`src/rtl/mux.sv`:
```
// Byte-to-word packer: collects four bytes from the decryptor picked by select into one word behind a valid/ready output register.
// Optional feature macro MUX_ERR_CNT_EN adds err_cnt_o, a saturating count of drop_o pulses.
module mux #(
    parameter int MST_DWIDTH = 32,
    parameter int SYS_DWIDTH = 8
) (
    input  logic                  clk_sys,
    input  logic                  rst_n,
    input  logic [1:0]            select,
    input  logic [SYS_DWIDTH-1:0] data0_i,
    input  logic                  valid0_i,
    input  logic [SYS_DWIDTH-1:0] data1_i,
    input  logic                  valid1_i,
    input  logic [SYS_DWIDTH-1:0] data2_i,
    input  logic                  valid2_i,
    output logic [MST_DWIDTH-1:0] data_o,
    output logic                  valid_o,
    input  logic                  ready_i,
    output logic                  busy_o,
    output logic                  drop_o
`ifdef MUX_ERR_CNT_EN
    ,
    output logic [7:0]            err_cnt_o
`endif
);

    localparam int LANES = MST_DWIDTH / SYS_DWIDTH;
    localparam int CNT_W = $clog2(LANES + 1);
    localparam logic [CNT_W-1:0] CNT_FULL = CNT_W'(LANES);

    typedef enum logic {
        FILL,
        HOLD
    } state_t;

    state_t                  state_q, state_d;
    logic [CNT_W-1:0]        cnt_q, cnt_d;
    logic [MST_DWIDTH-1:0]   pack_q, pack_d;
    logic [MST_DWIDTH-1:0]   data_d;
    logic                    valid_d;
    logic                    drop_d;
    logic [1:0]              sel_q;
    logic [SYS_DWIDTH-1:0]   byte_in;
    logic                    accept;
    logic                    sel_change;
    logic                    out_free;
    logic                    transfer;

    assign sel_change = (select != sel_q);
    assign out_free   = !valid_o || ready_i;

    always_comb begin
        byte_in = '0;
        accept  = 1'b0;
        case (select)
            2'd0: begin
                byte_in = data0_i;
                accept  = valid0_i;
            end
            2'd1: begin
                byte_in = data1_i;
                accept  = valid1_i;
            end
            2'd2: begin
                byte_in = data2_i;
                accept  = valid2_i;
            end
            default: ;
        endcase
    end

    always_ff @(posedge clk_sys or posedge rst_n) begin
        if (rst_n) begin
            state_q <= FILL;
            cnt_q   <= '0;
            pack_q  <= '0;
            sel_q   <= 2'd0;
            data_o  <= '0;
            valid_o <= 1'b0;
            drop_o  <= 1'b0;
        end else begin
            state_q <= state_d;
            cnt_q   <= cnt_d;
            pack_q  <= pack_d;
            sel_q   <= select;
            data_o  <= data_d;
            valid_o <= valid_d;
            drop_o  <= drop_d;
        end
    end

    // A select change abandons a partial word; the new channel's byte restarts at lane 0.
    always_comb begin
        state_d  = state_q;
        cnt_d    = cnt_q;
        pack_d   = pack_q;
        drop_d   = 1'b0;
        transfer = 1'b0;
        case (state_q)
            FILL: begin
                if (sel_change && cnt_q != '0) begin
                    drop_d = 1'b1;
                    if (accept) begin
                        pack_d[SYS_DWIDTH-1:0] = byte_in;
                        cnt_d = CNT_W'(1);
                    end else begin
                        cnt_d = '0;
                    end
                end else if (accept) begin
                    for (int k = 0; k < LANES; k++) begin
                        if (cnt_q == CNT_W'(k)) begin
                            pack_d[k*SYS_DWIDTH +: SYS_DWIDTH] = byte_in;
                        end
                    end
                    cnt_d = cnt_q + 1'b1;
                    if (cnt_d == CNT_FULL) begin
                        state_d = HOLD;
                    end
                end
            end
            HOLD: begin
                if (out_free) begin
                    transfer = 1'b1;
                    state_d  = FILL;
                    if (accept) begin
                        pack_d[SYS_DWIDTH-1:0] = byte_in;
                        cnt_d = CNT_W'(1);
                    end else begin
                        cnt_d = '0;
                    end
                end else if (accept) begin
                    drop_d = 1'b1;
                end
            end
            default: begin
                state_d = FILL;
                cnt_d   = '0;
            end
        endcase
    end

    always_comb begin
        busy_o  = (cnt_q != '0);
        valid_d = valid_o;
        data_d  = data_o;
        if (transfer) begin
            valid_d = 1'b1;
            data_d  = pack_q;
        end else if (valid_o && ready_i) begin
            valid_d = 1'b0;
        end
    end

`ifdef MUX_ERR_CNT_EN
    always_ff @(posedge clk_sys or posedge rst_n) begin
        if (rst_n) begin
            err_cnt_o <= 8'd0;
        end else if (drop_d && err_cnt_o != 8'hFF) begin
            err_cnt_o <= err_cnt_o + 8'd1;
        end
    end
`endif

endmodule

```
`config.mk`:
```
export PLATFORM = sky130hd
export DESIGN_NAME = mux
export DESIGN_NICKNAME = d
export VERILOG_FILES = /design/src/rtl/mux.sv
export SDC_FILE = /design/constraint.sdc
export NUM_CORES = 1
export LEC_CHECK = 0
export CAP_MARGIN = 20
export CORE_MARGIN = 5
export CORE_UTILIZATION = 40
export CTS_CLUSTER_SIZE = 24
export DETAILED_ROUTE_END_ITERATION = 16
export PLACE_DENSITY_LB_ADDON = 0.08
export SLEW_MARGIN = 20
export SYNTH_ARGS = -nofsm -noshare
export SYNTH_HDL_FRONTEND = slang
export SYNTH_SLANG_ARGS = --single-unit
```
`constraint.sdc`:
```
create_clock -name clk_sys -period 2.5 [get_ports clk_sys]
set_clock_uncertainty 0.05 [all_clocks]
set_input_delay 0.5 -clock clk_sys [delete_from_list [all_inputs] [get_ports clk_sys]]
set_output_delay 0.5 -clock clk_sys [all_outputs]
set_load 0.1 [all_outputs]
```
==> results of run 1 <==
## per-stage QoR
step	utilization, %	TNS, ps
after floorplan	-	0
after detailed placement	51.59	-3114
after CTS	54.25	0
after global placement	51.59	-2718
after global routing	54.25	0
final	54.25	0
## flip-flops by register name, summed over array words and instances, names as in the netlist
name     flops
sel_q        2
cnt_q        3
valid_o      1
state_q      1
data_o      32
pack_q      32
drop_o       1
## final cells by class
type	count	area, sq um	share of cell area (%)
multi-input combinational	127	1249	30.10
tap	102	127.6	3.076
inverter	5	18.77	0.4524
sequential	72	1802	43.43
timing repair buffer	81	748.2	18.03
clock inverter	7	80.08	1.930
clock buffer	9	123.9	2.986
## critical path: cells and delay by family
| family | cells | cell delay, ps |
|---|---|---|
| simple gates | 1 | 650 |
| compound gates | 1 | 270 |
| buf+inv | 1 | 590 |
| mux | 2 | 440 |
## synth_stat cells, drive strengths merged
library cell / number
o22ai: 2
nor2b: 1
a31oi: 1
nand3b: 2
buf: 6
clkbuf: 3
nor4: 3
nand2: 14
nor2: 3
mux2: 64
mux2i: 10
o21ai: 9
dfrtp: 72
a311oi: 1
inv: 5
nand2b: 2
a311o: 1
o221ai: 1
ha: 6
o21bai: 1
a21o: 1
xor2: 2
or4b: 1
o21a: 2
## worst paths after layout
| path | start | to | slack [ps] | depth (start not counted) |
|---|---|---|---|---|
| setup / recovery | select[1] | pack_q[30]$_DFFE_PP0P_ | 230 | 5 |
| hold / removal | rst_n | cnt_q[1]$_DFFE_PP0P_ | 410 | 2 |
| setup reg to reg | cnt_q[0]$_DFFE_PP0P_ | pack_q[30]$_DFFE_PP0P_ | 380 | 6 |
| hold reg to reg | pack_q[8]$_DFFE_PP0P_ | data_o[8]$_DFFE_PP0P_ | 450 | 1 |
| max in group asynchronous | rst_n | pack_q[14]$_DFFE_PP0P_ | 1450 | 3 |
| min in group clk_sys | pack_q[8]$_DFFE_PP0P_ | data_o[8]$_DFFE_PP0P_ | 450 | 1 |
## routing by layer
layer | part of all wire [%] | global-route usage, % | up-vias
li1 | - | - | 921
met1 | 47 | 17.90 | 971
met2 | 45 | 20.63 | 54
met3 | 7.0 | 5.571 | 7
met4 | 1.2 | 6.303 | 0
met5 | 0 | 0 | -
## kinds of logic after synthesis
logic type / Yosys count
AO/OA/AOI/OAI: 19
XOR/XNOR: 2
adder cells (fa/ha/maj): 6
buffers and inverters: 14
flip-flops: 72
multiplexers: 74
AND/OR/NAND/NOR: 26
## power groups by stage
stage / clock network [uW] / registers (uW) / logic, uW
final: 945 / 1610 / 1560
after global routing: 1020 / 1650 / 1650
after CTS: 967 / 1620 / 1580
after detailed placement: 0 / 1640 / 1570
after global placement: 0 / 1630 / 1550
after floorplan: 0 / 2100 / 626
==> flow_metrics.tcl, run 1 <==
set metrics [dict create \
    fin_crit_ps 2266 \
    synth_top_family_by_area "multiplexers" \
    cap_violations 0 \
    muxShareOfSynthArea_pct 27.30 \
    power_density_nw_per_um2 991.8 \
    synth.avg_cell_area_sq_um 14.63 \
    syn_inst 213 \
    yosys-top-cells-area "dfrtp_1 (58%), mux2_2 (20%), mux2_4 (3.9%)" \
    synthDominantCellAreaShare_pct 57.81 \
    critPathArrivalTime_ps 2450 \
    die-area_sq_um 9657 \
    p_switching_uw 1599 \
    cts_setup_buffers 0 \
    grt.total_usage_pct 13.91 \
    hpwl_mm 4.715 \
    io_buffers 66 \
    fin_area_sq_um 4149 \
    critPathCaptureType "register" \
    synthXorXnorAreaFrac_pct 0.8029 \
    crit_slowest_cell "or4b_4" \
    area_delta_synth_final_pct 33.12 \
    fin_ws_ps 233.7 \
    clkSlewWorstSetupHoldPaths_ps 80 \
    die_h_um 98.27 \
    finalSetupViolCount 0 \
    overflow 0 \
    cp_max_fo 8 \
    detailedPlace.worstSlack_ps -136.9 \
    antenna_found_initial 0 \
    hold_viol 0 \
    drv_slew 0 \
    crit_type "in2reg" \
    seqPwrFrac_pct 39.1 \
    postCtsHoldBufs 0 \
    synth_seq_area_share_pct 57.81 \
    drive_gt1_share_pct 45.85 \
    vias_per_cell 4.846 \
    syn_nets 251 \
    clockPowerShare_pct 23.0 \
    min_path_type "in2async" \
    mostFrequentLayoutCells "dfrtp_1 (72), mux2_2 (56), buf_4 (45), clkdlybuf4s50_1 (31), nand2_1 (14)" \
    relSlewSlack_pct 53.63 \
    clockRootBuffer "clkbuf_8" \
    drtPass1Iterations 3 \
    p_leak_uw 0.002059 \
    cp_slowest_stage_delay_ps 650 \
    synth_area_leader_cell "dfrtp_1" \
    p_comb_share_pct 37.9 \
    routed_wl_mm 6.245 \
    clock_latency_ps 350 \
    cp.required_ps 2680 \
    switching_share_pct 38.85 \
    ys_ff_latch 72 \
    ys.warnings.count 0 \
    cts_sinks 72 \
    syn_area_sq_um 3117 \
    io_pins 67 \
    fillers 672 \
    grt_pass1_wl_mm 10.49 \
    fmax_mhz 441.2 \
    vias 1953 \
    intPower_uw 2516 \
    synth-compound-area-share_pct 4.336 \
    die_width_um 98.27 \
    drtIter0Drc 47 \
    cts_max_path_buffers 2 \
    ant_nets 0 \
    outcome "completed" \
    synthAdderAreaFrac_pct 2.409 \
    cts_buffers 9 \
    start_kind "primary input" \
    netlist-cell-type-count 30 \
    tritoncts "yes" \
    place_area_sq_um 3945 \
    wl_per_cell_um 15.50 \
    drc 0 \
    layout_worst_path_cycle_share_pct 90.65 \
    finalWeightedCongestion 0.8520 \
    whs_ps 410.7 \
    worstPathCellList "clkdlybuf4s50_1, mux2i_1, o21a_1, or4b_4, mux2_4" \
    cts-htree-levels 3 \
    layout_commonest_cell "dfrtp_1" \
    tightest_slew_ps 688.2 \
    nets 334 \
    grt_pass1_vias 2111 \
    grt_start_max_net_pins 44 \
    core_area_sq_um 7647 \
    stdcell_count 403 \
    num_rows 32 \
    yosys.area_share.simple_pct 5.138 \
    initial_utilization_pct 40.76 \
    rsz0062_at_grt "no" \
    finalPower_uw 4115 \
    antenna_cells 0 \
    peakVddDrop_v 0.0005466 \
    post-place-cells 387 \
    cts_resized 0 \
]
Note: power is estimated with default switching activity, not from simulation.
==> inputs of run 2 (changes only) <==
CTS_CLUSTER_DIAMETER = 60   (was default)
==> results of run 2 <==
Final layout, timing and power as in run 1 (identical DEF).
